### src/rtl/boot_loader_ctrl_pkg.sv
// Shared types and constants for the boot loader controller.
// Latency: n/a (types only).
// Backpressure: n/a (types only).
package boot_pkg;

   // Controller states, in the order a good frame walks through them.
   typedef enum logic [2:0] {
      IDLE,
      LEN_LO,
      LEN_HI,
      DATA,
      CSUM,
      HOLD,
      RUN,
      ERR
   } state_t;

   // Default frame start byte.
   localparam logic [7:0] BOOT_MAGIC = 8'hB0;

endpackage

### src/rtl/boot_loader_ctrl_byte_packer.sv
// Packs a little-endian byte stream into 32-bit words; the first byte of a word lands in [7:0].
// Latency: word_vld/word_dat are combinational on the cycle the 4th byte arrives.
// Backpressure: none; the packer takes a byte whenever byte_vld is high.
// Ports: clk, rst (sync, active-high), clear (restart at byte 0 of a word),
//        byte_vld/byte_dat (incoming byte), word_vld/word_dat (completed word).
module byte_packer (
   input  logic        clk,
   input  logic        rst,
   input  logic        clear,
   input  logic        byte_vld,
   input  logic [7:0]  byte_dat,
   output logic        word_vld,
   output logic [31:0] word_dat
);

   logic [23:0] shift;   // previous three bytes, oldest in [7:0]
   logic [1:0]  cnt;     // bytes already held for the current word

   always_ff @(posedge clk) begin
      if (rst) begin
         shift <= '0;
         cnt   <= '0;
      end else if (clear) begin
         cnt   <= '0;
      end else if (byte_vld) begin
         shift <= {byte_dat, shift[23:8]};
         cnt   <= cnt + 2'd1;   // wraps to 0 after the 4th byte
      end
   end

   // The 4th byte completes the word in the same cycle so the owner can register the write.
   assign word_vld = byte_vld && !clear && (cnt == 2'd3);
   assign word_dat = {byte_dat, shift};

endmodule

### src/rtl/boot_loader_ctrl.sv
// Boot controller: receives a framed program image byte-by-byte, writes it to imem, checks the XOR
//   checksum and releases the CPU reset RST_HOLD cycles after a good checksum.
// Latency: imem write one cycle after a word's 4th byte; cpu_rstn_o rises RST_HOLD cycles after CSUM.
// Backpressure: rx_ready_o high in every receiving state, low in HOLD and RUN.
// Ports: clk_i, rst_i (sync, active-high); rx_data_i/rx_valid_i/rx_ready_o byte input;
//        imem_we_o/imem_addr_o/imem_wdata_o word write port; cpu_rstn_o, boot_done_o, boot_err_o status.
module boot_loader_ctrl
   import boot_pkg::*;
#(
   parameter int         ADDR_W   = 10,
   parameter logic [7:0] MAGIC    = BOOT_MAGIC,
   parameter int         TIMEOUT  = 100000,
   parameter int         RST_HOLD = 16
) (
   input  logic              clk_i,
   input  logic              rst_i,
   input  logic [7:0]        rx_data_i,
   input  logic              rx_valid_i,
   output logic              rx_ready_o,
   output logic              imem_we_o,
   output logic [ADDR_W-1:0] imem_addr_o,
   output logic [31:0]       imem_wdata_o,
   output logic              cpu_rstn_o,
   output logic              boot_done_o,
   output logic              boot_err_o
);

   localparam int CNT_W  = ADDR_W + 1;              // counts up to 2**ADDR_W words
   localparam int TO_W   = $clog2(TIMEOUT + 1);
   localparam int HOLD_W = $clog2(RST_HOLD + 1);
   localparam logic [16:0] MAX_WORDS = 17'(1) << ADDR_W;

   state_t            state;
   logic [7:0]        len_lo;
   logic [CNT_W-1:0]  word_cnt;
   logic [CNT_W-1:0]  word_total;
   logic [7:0]        csum;
   logic [TO_W-1:0]   idle_cnt;
   logic [HOLD_W-1:0] hold_cnt;

   logic        accept;
   logic        is_magic;
   logic        in_frame;
   logic        timed_out;
   logic        start_frame;
   logic [16:0] len_val;
   logic        pk_word_vld;
   logic [31:0] pk_word_dat;

   assign accept      = rx_valid_i && rx_ready_o;
   assign is_magic    = (rx_data_i == MAGIC);
   assign in_frame    = (state == LEN_LO) || (state == LEN_HI) || (state == DATA) || (state == CSUM);
   assign timed_out   = in_frame && !accept && (idle_cnt == TO_W'(TIMEOUT - 1));
   assign start_frame = accept && is_magic && ((state == IDLE) || (state == ERR));
   assign len_val     = {1'b0, rx_data_i, len_lo};

   byte_packer u_packer (
      .clk      (clk_i),
      .rst      (rst_i),
      .clear    (start_frame),
      .byte_vld (accept && (state == DATA)),
      .byte_dat (rx_data_i),
      .word_vld (pk_word_vld),
      .word_dat (pk_word_dat)
   );

   always_ff @(posedge clk_i) begin
      if (rst_i) begin
         state        <= IDLE;
         len_lo       <= '0;
         word_cnt     <= '0;
         word_total   <= '0;
         csum         <= '0;
         idle_cnt     <= '0;
         hold_cnt     <= '0;
         rx_ready_o   <= 1'b1;
         imem_we_o    <= 1'b0;
         imem_addr_o  <= '0;
         imem_wdata_o <= '0;
         cpu_rstn_o   <= 1'b0;
         boot_done_o  <= 1'b0;
         boot_err_o   <= 1'b0;
      end else begin
         imem_we_o <= 1'b0;

         // Inter-byte idle counter only runs while a frame is open.
         if (accept || !in_frame) idle_cnt <= '0;
         else                     idle_cnt <= idle_cnt + TO_W'(1);

         if (timed_out) begin
            state      <= ERR;
            boot_err_o <= 1'b1;
         end else begin
            case (state)
               IDLE, ERR: begin
                  if (start_frame) begin
                     state    <= LEN_LO;
                     csum     <= '0;
                     word_cnt <= '0;
                  end
               end
               LEN_LO: begin
                  if (accept) begin
                     len_lo <= rx_data_i;
                     state  <= LEN_HI;
                  end
               end
               LEN_HI: begin
                  if (accept) begin
                     word_total <= len_val[CNT_W-1:0];
                     if (len_val > MAX_WORDS) begin
                        state      <= ERR;
                        boot_err_o <= 1'b1;
                     end else if (len_val == 17'd0) begin
                        state <= CSUM;
                     end else begin
                        state <= DATA;
                     end
                  end
               end
               DATA: begin
                  if (accept) begin
                     csum <= csum ^ rx_data_i;
                     if (pk_word_vld) begin
                        imem_we_o    <= 1'b1;
                        imem_addr_o  <= word_cnt[ADDR_W-1:0];
                        imem_wdata_o <= pk_word_dat;
                        word_cnt     <= word_cnt + CNT_W'(1);
                        if (word_cnt == word_total - CNT_W'(1)) state <= CSUM;
                     end
                  end
               end
               CSUM: begin
                  if (accept) begin
                     if (rx_data_i == csum) begin
                        state      <= HOLD;
                        rx_ready_o <= 1'b0;
                        boot_err_o <= 1'b0;
                        hold_cnt   <= '0;
                     end else begin
                        state      <= ERR;
                        boot_err_o <= 1'b1;
                     end
                  end
               end
               HOLD: begin
                  if (hold_cnt == HOLD_W'(RST_HOLD - 1)) begin
                     state       <= RUN;
                     cpu_rstn_o  <= 1'b1;
                     boot_done_o <= 1'b1;
                  end else begin
                     hold_cnt <= hold_cnt + HOLD_W'(1);
                  end
               end
               RUN: begin
                  // Terminal until rst_i; the CPU owns the system now.
               end
               default: state <= IDLE;
            endcase
         end
      end
   end

endmodule

### config.mk
export PLATFORM = sky130hd
export DESIGN_NAME = boot_loader_ctrl
export DESIGN_NICKNAME = d
export VERILOG_FILES = /design/src/rtl/boot_loader_ctrl_pkg.sv /design/src/rtl/boot_loader_ctrl_byte_packer.sv /design/src/rtl/boot_loader_ctrl.sv
export SDC_FILE = /design/constraint.sdc
export NUM_CORES = 1
export LEC_CHECK = 0
export ABC_AREA = 1
export CAP_MARGIN = 30
export CORE_UTILIZATION = 30
export DETAILED_ROUTE_END_ITERATION = 6
export SYNTH_ARGS = -nofsm -noshare
export SYNTH_HDL_FRONTEND = slang
export SYNTH_SLANG_ARGS = --single-unit
### constraint.sdc
create_clock -name clk_i -period 2.6 [get_ports clk_i]
set_input_delay 0.52 -clock clk_i [delete_from_list [all_inputs] [get_ports clk_i]]
set_output_delay 0.52 -clock clk_i [all_outputs]
set_load 0.02 [all_outputs]
# Word level (Yosys, flattened, before mapping)
# Index checks and enable logic that the tools add are counted.
[classes]
n_addsub = 5
n_eq_ne = 27
bitwise_logic = 5
mux = 31
n_reduce_logical = 37
magnitude_cmp = 1
[op_table]
columns = ["operator", "count"]
rows = [
  ["$mux W11", 3],
  ["$mux W3", 11],
  ["$pmux W11 S2", 1],
  ["$ne A3 B3 Y1 const B", 6],
  ["$pmux W3 S6", 1],
  ["$add A17 B1 Y17 const B", 1],
  ["$eq A17 B17 Y1 const B", 1],
  ["$logic_not A17 Y1", 1],
  ["$gt A16 B11 Y1 const B", 1],
  ["$mux W8", 2],
  ["$pmux W8 S2", 1],
  ["$reduce_and A4 Y1", 4],
  ["$mux W5", 3],
  ["$add A11 B1 Y11 const B", 1],
  ["$eq A11 B11 Y1", 1],
  ["$sub A11 B1 Y11 const B", 1],
  ["$pmux W5 S2", 1],
  ["$reduce_and A5 Y1", 2],
  ["$eq A3 B3 Y1 const B", 3],
  ["$ne A3 B2 Y1 const B", 3],
  ["$reduce_and A3 Y1", 3],
  ["$reduce_and A9 Y1", 1],
  ["$eq A8 B8 Y1", 1],
  ["$eq A8 B8 Y1 const B", 1],
  ["other kinds (23)", 52],
]
[word_totals]
wordCells = 121
ff_bits = 135
inputBits = 11
out_inout_bits = 47

# Depth between registers and ports, before layout
# Gate-level depths: netlist of run 1.
[depth]
depth_word = 10
mapped_depth = 15
depth_no_buf = 15

# Hierarchy
# A second synthesis of run 1 with hierarchy kept.
[hier_totals]
cells_unflattened = 910
area_unflattened_um2 = 6364.9
[modules_own_cells]
columns = ["module", "n_inst", "cells_per_inst", "area_per_inst_um2", "seq_area_each_um2"]
rows = [
  ["boot_loader_ctrl", 1, 735, 5176.2, 2182.1],
  ["byte_packer", 1, 175, 1188.6, 520.5],
]

# Least setup slack after synthesis of run 1
# OpenSTA, ideal clock, no wires.
[synth_timing]
kind = "in2reg"
start = "input port rx_valid_i"
end = "register word_cnt[1]"
slack_ns = 0.790
path_stages = 11
arrival_ns = 1.730
path_buffers = 0
setup_ns = 0.079
t_required_ns = 2.521
path_cell_list = "nand2_1 inv_1 nand2_4 inv_4 nand2_4 clkinv_2 nor2_2 nor2_4 a21oi_1 inv_2 a211oi_2"
[synth_via]
elab_chain_len = 8
elab_cells_between_ends = 15
cone_classes = "eq/ne: 3; bitwise: 1; reduce/logical: 11"
[synth_rtl]
columns = ["item", "line", "source"]
rows = [
  ["from (decl)", "boot_loader_ctrl.sv:18", "input logic rx_valid_i,"],
  ["$logic_and A1 B1 Y1 *", "boot_loader_ctrl.sv:50", "assign accept = rx_valid_i && rx_ready_o;"],
  ["$logic_and A1 B1 Y1 (2 in series)", "boot_loader_ctrl.sv:54", "assign start_frame = accept && is_magic && ((state == IDLE) || (state == ERR));"],
  ["$logic_not A1 Y1", "boot_loader_ctrl_byte_packer.sv:32", "assign word_vld = byte_vld && !clear && (cnt == 2'd3);"],
  ["$logic_and A1 B1 Y1 (2 in series)", "boot_loader_ctrl_byte_packer.sv:32", ""],
  ["$ne A2 B2 Y1 (no line)", "-", ""],
  ["$reduce_and A5 Y1 (no line) *", "-", ""],
  ["to (signal assigned)", "boot_loader_ctrl.sv:128", "word_cnt <= word_cnt + CNT_W'(1);"],
  ["to (decl)", "boot_loader_ctrl.sv:35", "logic [CNT_W-1:0] word_cnt;"],
]
# Every way passes the cells marked *; elsewhere a longest branch is shown, timed or not.
# A chain may end at the register's enable or synchronous reset.

# Worst setup path in the final report of run 1
[layout_timing]
start = "register state[2]"
end = "register idle_cnt[7]"
[layout_via]
elab_chain_len = 7
elab_cells_between_ends = 10
cone_classes = "eq/ne: 4; reduce/logical: 6"
[layout_rtl]
columns = ["item", "line", "source"]
rows = [
  ["from (decl)", "boot_loader_ctrl.sv:33", "state_t state;"],
  ["from (signal assigned)", "boot_loader_ctrl.sv:69", "state <= IDLE;"],
  ["from (signal assigned)", "boot_loader_ctrl.sv:91", "state <= ERR;"],
  ["from (signal assigned)", "boot_loader_ctrl.sv:97", "state <= LEN_LO;"],
  ["$eq A3 B1 Y1 or $eq A3 B2 Y1 (tied branches)", "boot_loader_ctrl.sv:52", "assign in_frame = (state == LEN_LO) || (state == LEN_HI) || (state == DATA) || (state == CSUM);"],
  ["$logic_or A1 B1 Y1 (2 in series)", "boot_loader_ctrl.sv:52", ""],
  ["$logic_or A1 B1 Y1 *", "boot_loader_ctrl.sv:52", ""],
  ["$logic_not A1 Y1 *", "boot_loader_ctrl.sv:87", "if (accept || !in_frame) idle_cnt <= '0;"],
  ["$logic_or A1 B1 Y1 *", "boot_loader_ctrl.sv:87", ""],
  ["$reduce_or A2 Y1 (no line) *", "-", ""],
  ["to (signal assigned)", "boot_loader_ctrl.sv:88", "else idle_cnt <= idle_cnt + TO_W'(1);"],
  ["to (decl)", "boot_loader_ctrl.sv:38", "logic [TO_W-1:0] idle_cnt;"],
]
# Marked as above.

==> impl_metrics.env, run 1 <==
export IMPL_outcome="complete, no violations"
export IMPL_cp_slowest_cell="sky130_fd_sc_hd__dfxtp_1"
export IMPL_fin_hold_ws_ps=448
export IMPL_numClockSinks=135
export IMPL_drive_gt1_frac=0.0780
export IMPL_detailedPlacementHpwl_um=10300
export IMPL_syn_area_sq_mm=0.00590
export IMPL_setup_slack_ps=432
export IMPL_detail_route_wirelength_um=14700
export IMPL_max_slew_margin=0.676
export IMPL_synthFlopType="sky130_fd_sc_hd__dfxtp_1"
export IMPL_dieArea_sq_mm=0.0202
export IMPL_clock_fmax_mhz=461
export IMPL_cts_inserted_buffers=17
export IMPL_num_rows=50
export IMPL_finClkSkew_ps=9.61
export IMPL_htree_levels=4
export IMPL_clockBufferDepth=2
export IMPL_cp_slowest_stage_delay_ps=550
export IMPL_route_vias_total=5245
export IMPL_firstDrtPassIters=5
export IMPL_post_synth_arst_share=0
export IMPL_floorplan_core_area_sq_mm=0.0190
export IMPL_post_layout_util=0.392
export IMPL_timing_final_hold_violations=0
export IMPL_placement_io_buffers=57
export IMPL_power_density_cell_area_mw_per_mm2=870
export IMPL_min_path_type="reg2reg"
export IMPL_count_of_pins_on_the_block_boundary=58
export IMPL_totalNegativeSetupSlack_ps=0
export IMPL_post_cts_setup_buffer_count=0
export IMPL_period_share=0.834
export IMPL_ctsRootBufferMaster="sky130_fd_sc_hd__clkbuf_16"
export IMPL_nFillCells=1977
export IMPL_timing_final_max_slew_violations=0
export IMPL_drv_cap=0
export IMPL_final_gp_congestion=0.857
export IMPL_power_leakage_nw=2.85
export IMPL_remaining_drc_errors=0
export IMPL_initial_utilization=0.311
export IMPL_finish_instance_area_sq_mm=0.00744
export IMPL_worst_setup_path_start_kind="register"
export IMPL_setup_viol=0
export IMPL_synth_cells=811
export IMPL_synth_seq_cells=135
export IMPL_vdd_drop_max_uv=526
export IMPL_overflow=0
export IMPL_wire_length_of_the_first_global_routing_pass_um=24300
export IMPL_tightest_slew_ps=485
export IMPL_antenna_found_initial=0
export IMPL_floorplan_die_height_um=142
export IMPL_timing_critical_path_required_ps=2970
export IMPL_synth_enable_flop_cells=0
export IMPL_worst_setup_hold_path_clk_slew_ps=60
export IMPL_rsz0062_at_grt="no"
export IMPL_area_delta_synth_final_pct=26.1
export IMPL_placement_cell_area_sq_mm=0.00680
export IMPL_dp_worst_setup_slack_ps=152
export IMPL_first_global_vias=4826
export IMPL_path_cells="nand2_1 > nor2_1 > o21ai_1 > nor2_1 > inv_1 > a21oi_1 > o21a_1"
export IMPL_cts_tree="yes"
export IMPL_critical_path_most_common_cell="sky130_fd_sc_hd__nor2_1"
export IMPL_n_antenna_cell=0
export IMPL_num_nets_final=889
export IMPL_routedWlPerCell_um=12.8
export IMPL_antenna_left=0
export IMPL_routed_via_density=4.58
export IMPL_total_routing_usage_reported_by_global_routing=0.154
export IMPL_die_width_um=142
export IMPL_post_cts_resized_instances=0
export IMPL_timing_final_crit_period_ps=2170
export IMPL_clock_network_latency_to_the_later_pin_of_the_worst_skew_pair_ps=430
export IMPL_worstSetupPathType="reg2reg"
export IMPL_ys_warnings_count=0
export IMPL_postSynthNetCount=828
export IMPL_cts_hold_buffers=0
export IMPL_critPathCaptureType="register"
export IMPL_mean_syn_cell_area_sq_um=7.27
export IMPL_synth_seq_area_share=0.458
export IMPL_synthDistinctLibCells=41
export IMPL_drt_iter0_markers=313
export IMPL_critPathArrivalTime_ps=2530
export IMPL_maximum_number_of_pins_on_one_net_before_global_route_repair=76
export IMPL_cp_max_fo=12
-- registers in the layout (all words and copies together) (netlist names) --
| name | count |
|---|---|
| hold_cnt | 5 |
| word_cnt | 11 |
| state | 3 |
| u_packer.cnt | 2 |
| imem_wdata_o | 32 |
| csum | 8 |
| word_total | 11 |
| idle_cnt | 17 |
| u_packer.shift | 24 |
| rx_ready_o | 1 |
| imem_addr_o | 10 |
| len_lo | 8 |
| imem_we_o | 1 |
| boot_done_o | 1 |
| boot_err_o | 1 |
-- synth_stat cells, types with 2 or more instances --
| library cell | number | area, sq um |
|---|---|---|
| sky130_fd_sc_hd__dfxtp_1 | 135 | 2700 |
| sky130_fd_sc_hd__o31ai_1 | 2 | 15.0 |
| sky130_fd_sc_hd__o21ai_1 | 5 | 25.0 |
| sky130_fd_sc_hd__nand3_1 | 60 | 300 |
| sky130_fd_sc_hd__nor4_1 | 5 | 31.3 |
| sky130_fd_sc_hd__buf_2 | 3 | 15.0 |
| sky130_fd_sc_hd__nor3_1 | 18 | 90.1 |
| sky130_fd_sc_hd__nand2_1 | 160 | 601 |
| sky130_fd_sc_hd__o21a_1 | 2 | 15.0 |
| sky130_fd_sc_hd__xnor2_1 | 8 | 70.1 |
| sky130_fd_sc_hd__a21oi_1 | 78 | 390 |
| sky130_fd_sc_hd__clkbuf_1 | 26 | 97.6 |
| sky130_fd_sc_hd__nand4_1 | 8 | 50.1 |
| sky130_fd_sc_hd__nor2_1 | 99 | 372 |
| sky130_fd_sc_hd__nand2_4 | 2 | 22.5 |
| sky130_fd_sc_hd__nor2_4 | 2 | 22.5 |
| sky130_fd_sc_hd__ha_1 | 6 | 75.1 |
| sky130_fd_sc_hd__xor2_1 | 18 | 158 |
| sky130_fd_sc_hd__nor3b_1 | 5 | 37.5 |
| sky130_fd_sc_hd__nor2_2 | 2 | 12.5 |
| sky130_fd_sc_hd__inv_1 | 76 | 285 |
| sky130_fd_sc_hd__o21ai_0 | 69 | 345 |
| sky130_fd_sc_hd__or2_2 | 4 | 25.0 |
-- routing by layer --
layer / wire [um] / track usage
met1: 7150 / 0.199
met5: 0 / 0
met2: 6670 / 0.247
met3: 677 / 0.0404
met4: 183 / 0.0492
-- final cells by class --
type / instances / area, sq um / area share
Multi-Input combinational cell: 564 / 2760 / 0.371
Sequential cell: 135 / 2700 / 0.363
Timing Repair Buffer: 74 / 711 / 0.0956
Clock buffer: 21 / 470 / 0.0633
Tap cell: 260 / 325 / 0.0437
Inverter: 80 / 304 / 0.0409
Clock inverter: 11 / 163 / 0.0219
-- layout by cell type, fill, tap and decap left out, types with 5 or more instances in the layout --
| cell | n |
|---|---|
| sky130_fd_sc_hd__clkinv_4 | 5 |
| sky130_fd_sc_hd__buf_4 | 16 |
| sky130_fd_sc_hd__xor2_1 | 18 |
| sky130_fd_sc_hd__dfxtp_1 | 135 |
| sky130_fd_sc_hd__clkbuf_16 | 17 |
| sky130_fd_sc_hd__ha_1 | 6 |
| sky130_fd_sc_hd__a21oi_1 | 78 |
| sky130_fd_sc_hd__nor2_1 | 99 |
| sky130_fd_sc_hd__o21ai_0 | 69 |
| sky130_fd_sc_hd__nor3_1 | 18 |
| sky130_fd_sc_hd__nand3_1 | 60 |
| sky130_fd_sc_hd__nand2_1 | 160 |
| sky130_fd_sc_hd__clkdlybuf4s50_1 | 57 |
| sky130_fd_sc_hd__nand4_1 | 8 |
| sky130_fd_sc_hd__xnor2_1 | 8 |
| sky130_fd_sc_hd__o21ai_1 | 5 |
| sky130_fd_sc_hd__nor3b_1 | 5 |
| sky130_fd_sc_hd__inv_1 | 76 |
-- power breakdown --
part / switching, mW / leakage [nW] / internal (mW)
Combinational: 1.02 / 1.45 / 0.545
Clock: 0.943 / 0.310 / 1.60
Sequential: 0.141 / 1.09 / 2.22
-- critical path: cells and delay by family (launching register included) --
kind            cells  cell delay [ps]
compound gates      3              520
buf+inv             1              280
flops               1              550
simple gates        3              750
-- through the flow --
step / power, mW / cells
after global routing: 6.86 / 1145
final: 6.47 / 1145
after CTS: 6.51 / 1145
after global placement: 3.95 / 1113
after detailed placement: 3.96 / 1113
after floorplan: 3.59 / 811
-- worst paths after layout --
check / from / end / slack (ps) / depth (start not counted)
max: state[2] / idle_cnt[7] / 430 / 7
min: idle_cnt[0] / idle_cnt[0] / 450 / 1
max reg2reg: state[2] / idle_cnt[7] / 430 / 7
min reg2reg: idle_cnt[0] / idle_cnt[0] / 450 / 1
-- cells by family after synthesis --
| logic type | synth area share |
|---|---|
| DFF | 0.458 |
| xor gates and xnor gates | 0.0386 |
| and+or+nand+nor | 0.273 |
| buffers and inverters | 0.0745 |
| AOI/OAI and AO/OA | 0.143 |
| adders and majority gates | 0.0127 |
(Power assumes the default switching activity.)
==> run 2: changes to the inputs <==
clock period = 2 ns   (was 2.6 ns; I/O delays follow)
==> run 2 against run 1 <==
Total power is 33% higher. Design area is 5.5% higher. Clock skew hardly changed. Die area stayed put. Global-route usage is 0.40 points higher. Non-clock buffer count is 49 higher. Highest routed layer unchanged. Largest cell class unchanged. First-iteration DRC count is 13% higher. Combinational power is 54% higher. Sequential power is 29% higher. Register-to-register slack worse by 240 ps. Critical endpoint is now imem_wdata_o[31].
==> impl_metrics.env, run 2 (synthesis results as in run 1) <==
export IMPL_crit_family="buffers and inverters"
export IMPL_clock_fmax_mhz=541
export IMPL_vdd_drop_max_uv=663
export IMPL_placed_cells_incl_taps=1161
export IMPL_ctsRootBufferMaster="sky130_fd_sc_hd__clkbuf_16"
export IMPL_route_vias_total=5531
export IMPL_setup_slack_ps=152
export IMPL_worst_r2r_path_depth=10
export IMPL_firstDrtPassIters=5
export IMPL_worst_setup_hold_path_clk_slew_ps=70
export IMPL_power_leakage_nw=3.11
export IMPL_htree_levels=4
export IMPL_min_path_type="reg2reg"
export IMPL_clockBufferDepth=2
export IMPL_cts_tree="yes"
export IMPL_maximum_number_of_pins_on_one_net_before_global_route_repair=48
export IMPL_timing_final_hold_violations=0
export IMPL_n_antenna_cell=0
export IMPL_dp_worst_setup_slack_ps=-287
export IMPL_tightest_slew_ps=428
export IMPL_setup_viol=0
export IMPL_timing_hold_worst_start="idle_cnt[0]"
export IMPL_drive_gt1_frac=0.147
export IMPL_max_flop_register="imem_wdata_o"
export IMPL_count_of_pins_on_the_block_boundary=58
export IMPL_worstSetupPathType="reg2out"
export IMPL_clock_network_latency_to_the_later_pin_of_the_worst_skew_pair_ps=420
export IMPL_layout_commonest_cell="sky130_fd_sc_hd__nand2_1"
export IMPL_largest_registers="imem_wdata_o x32, u_packer.shift x24, idle_cnt x17"
export IMPL_placement_cell_area_sq_mm=0.00716
export IMPL_p_seq_frac=0.354
export IMPL_total_routing_usage_reported_by_global_routing=0.158
export IMPL_hold_path_depth=1
export IMPL_outcome="complete, no violations"
export IMPL_remaining_drc_errors=0
export IMPL_hold_path_endpoint="idle_cnt[0]"
export IMPL_path_cells="clkdlybuf4s50_1"
export IMPL_cp_slowest_cell="sky130_fd_sc_hd__clkdlybuf4s50_1"
export IMPL_most_common_layout_cells="sky130_fd_sc_hd__nand2_1, sky130_fd_sc_hd__dfxtp_1, sky130_fd_sc_hd__nor2_1"
export IMPL_timing_final_max_slew_violations=0
export IMPL_cp_slowest_stage_delay_ps=640
export IMPL_num_nets_final=938
export IMPL_number_of_standard_cells_in_the_final_layout_excluding_fillers=1194
export IMPL_worst_r2r_endpoint="word_cnt[7]"
export IMPL_overflow=0
export IMPL_first_global_vias=5213
export IMPL_wire_length_of_the_first_global_routing_pass_um=25200
export IMPL_num_rows=50
export IMPL_timing_final_crit_period_ps=1850
export IMPL_timing_critical_path_required_ps=1600
export IMPL_clock_power_share=0.366
export IMPL_power_switching_mw=2.90
export IMPL_numClockSinks=135
export IMPL_final_gp_congestion=0.887
export IMPL_sw_ratio=0.337
export IMPL_die_width_um=142
export IMPL_comb_power_share=0.280
export IMPL_cts_hold_buffers=0
export IMPL_antenna_found_initial=0
export IMPL_antenna_left=0
export IMPL_power_density_cell_area_mw_per_mm2=1100
export IMPL_routedWlPerCell_um=12.8
export IMPL_max_slew_margin=0.714
export IMPL_routed_via_density=4.63
export IMPL_critPathBufInv=1
export IMPL_worst_setup_path_start_kind="register"
export IMPL_finish_instance_area_sq_mm=0.00785
export IMPL_placement_io_buffers=57
export IMPL_initial_utilization=0.311
export IMPL_detail_route_wirelength_um=15300
export IMPL_cp_max_fo=2
export IMPL_detailedPlacementHpwl_um=11000
export IMPL_drv_cap=0
export IMPL_cts_inserted_buffers=17
export IMPL_rrSetupSlack_ps=190
export IMPL_largest_register_ffs=32
export IMPL_area_delta_synth_final_pct=33.1
export IMPL_drt_iter0_markers=355
export IMPL_totalNegativeSetupSlack_ps=0
export IMPL_finClkSkew_ps=10.1
export IMPL_floorplan_core_area_sq_mm=0.0190
export IMPL_period_share=0.924
export IMPL_power_total_mw=8.62
export IMPL_critical_path_reg2reg_startpoint="state[1]"
export IMPL_critPathCaptureType="output pin"
export IMPL_floorplan_die_height_um=142
export IMPL_internal_power_mw=5.72
export IMPL_dieArea_sq_mm=0.0202
export IMPL_critPathArrivalTime_ps=1450
## run 2: cell count changes in the layout (fill, tap and decap cells not counted), moves of 3 or more
cell                              delta
sky130_fd_sc_hd__clkbuf_8            -3
sky130_fd_sc_hd__dfxtp_2             +3
sky130_fd_sc_hd__dlymetal6s2s_1      +4
sky130_fd_sc_hd__nor2_2              +6
sky130_fd_sc_hd__clkdlybuf4s50_1     -4
sky130_fd_sc_hd__nor2_1              -7
sky130_fd_sc_hd__buf_4              +48
sky130_fd_sc_hd__dfxtp_1             -3
## run 2: final cells by class
class,count,area (sq um)
clock buffers,18,429
clock inverters,14,165
fillers,1955,11100
multi-input cells,564,2830
inverters,80,304
well taps,260,325
flip-flops and latches,135,2710
repair buffers,123,1090
## run 2: per-stage QoR
stage,hold WS [ps],utilization
floorplan,418,-
global placement,436,0.378
detailed placement,441,0.378
CTS,452,0.409
global route,471,0.414
finish,444,0.414
## run 2: power groups by stage
stage,Clock [mW],Sequential (mW),Combinational [mW]
2_1_floorplan,0,3.05,1.62
3_3_place_gp,0,3.10,2.29
3_5_place_dp,0,3.10,2.32
4_1_cts,3.21,3.04,2.34
5_1_grt,3.34,3.07,2.72
6_report,3.16,3.05,2.41
## run 2: timing repair
item,in CTS,in global routing
setup buffers,0,1
resized for setup,0,27
endpoints found under the setup margin,0,16
## run 2: worst max path at each step
stage / from / slack [ps] / cells past startpoint / endpoint
final: imem_wdata_o[31] / 150 / 1 / imem_wdata_o[31]
after global routing: word_total[0] / -6 / 15 / state[0]
after CTS: word_total[1] / 30 / 15 / state[0]
after detailed placement: rx_data_i[0] / -290 / 12 / word_cnt[7]
after global placement: rx_data_i[5] / -260 / 12 / hold_cnt[2]
after floorplan: rx_ready_o / 230 / 12 / word_cnt[7]
## run 2: metal layers
layer | vias to the layer above | wire [um] | global-route usage
li1 | 2864 | - | -
met1 | 2551 | 7300 | 0.202
met2 | 104 | 7250 | 0.259
met3 | 12 | 603 | 0.0431
met4 | 0 | 134 | 0.0413
met5 | - | 0 | 0
## run 2: worst register-to-register path, cell delays in order, from the launching register on
cell	delay [ps]
sky130_fd_sc_hd__dfxtp_1	390
sky130_fd_sc_hd__inv_1	130
sky130_fd_sc_hd__a21oi_2	210
sky130_fd_sc_hd__a21oi_1	100
sky130_fd_sc_hd__nand2_1	110
sky130_fd_sc_hd__o21ai_1	100
sky130_fd_sc_hd__nor2_4	220
sky130_fd_sc_hd__buf_6	160
sky130_fd_sc_hd__nand4_2	80
sky130_fd_sc_hd__xor2_1	170
sky130_fd_sc_hd__nor2_1	50
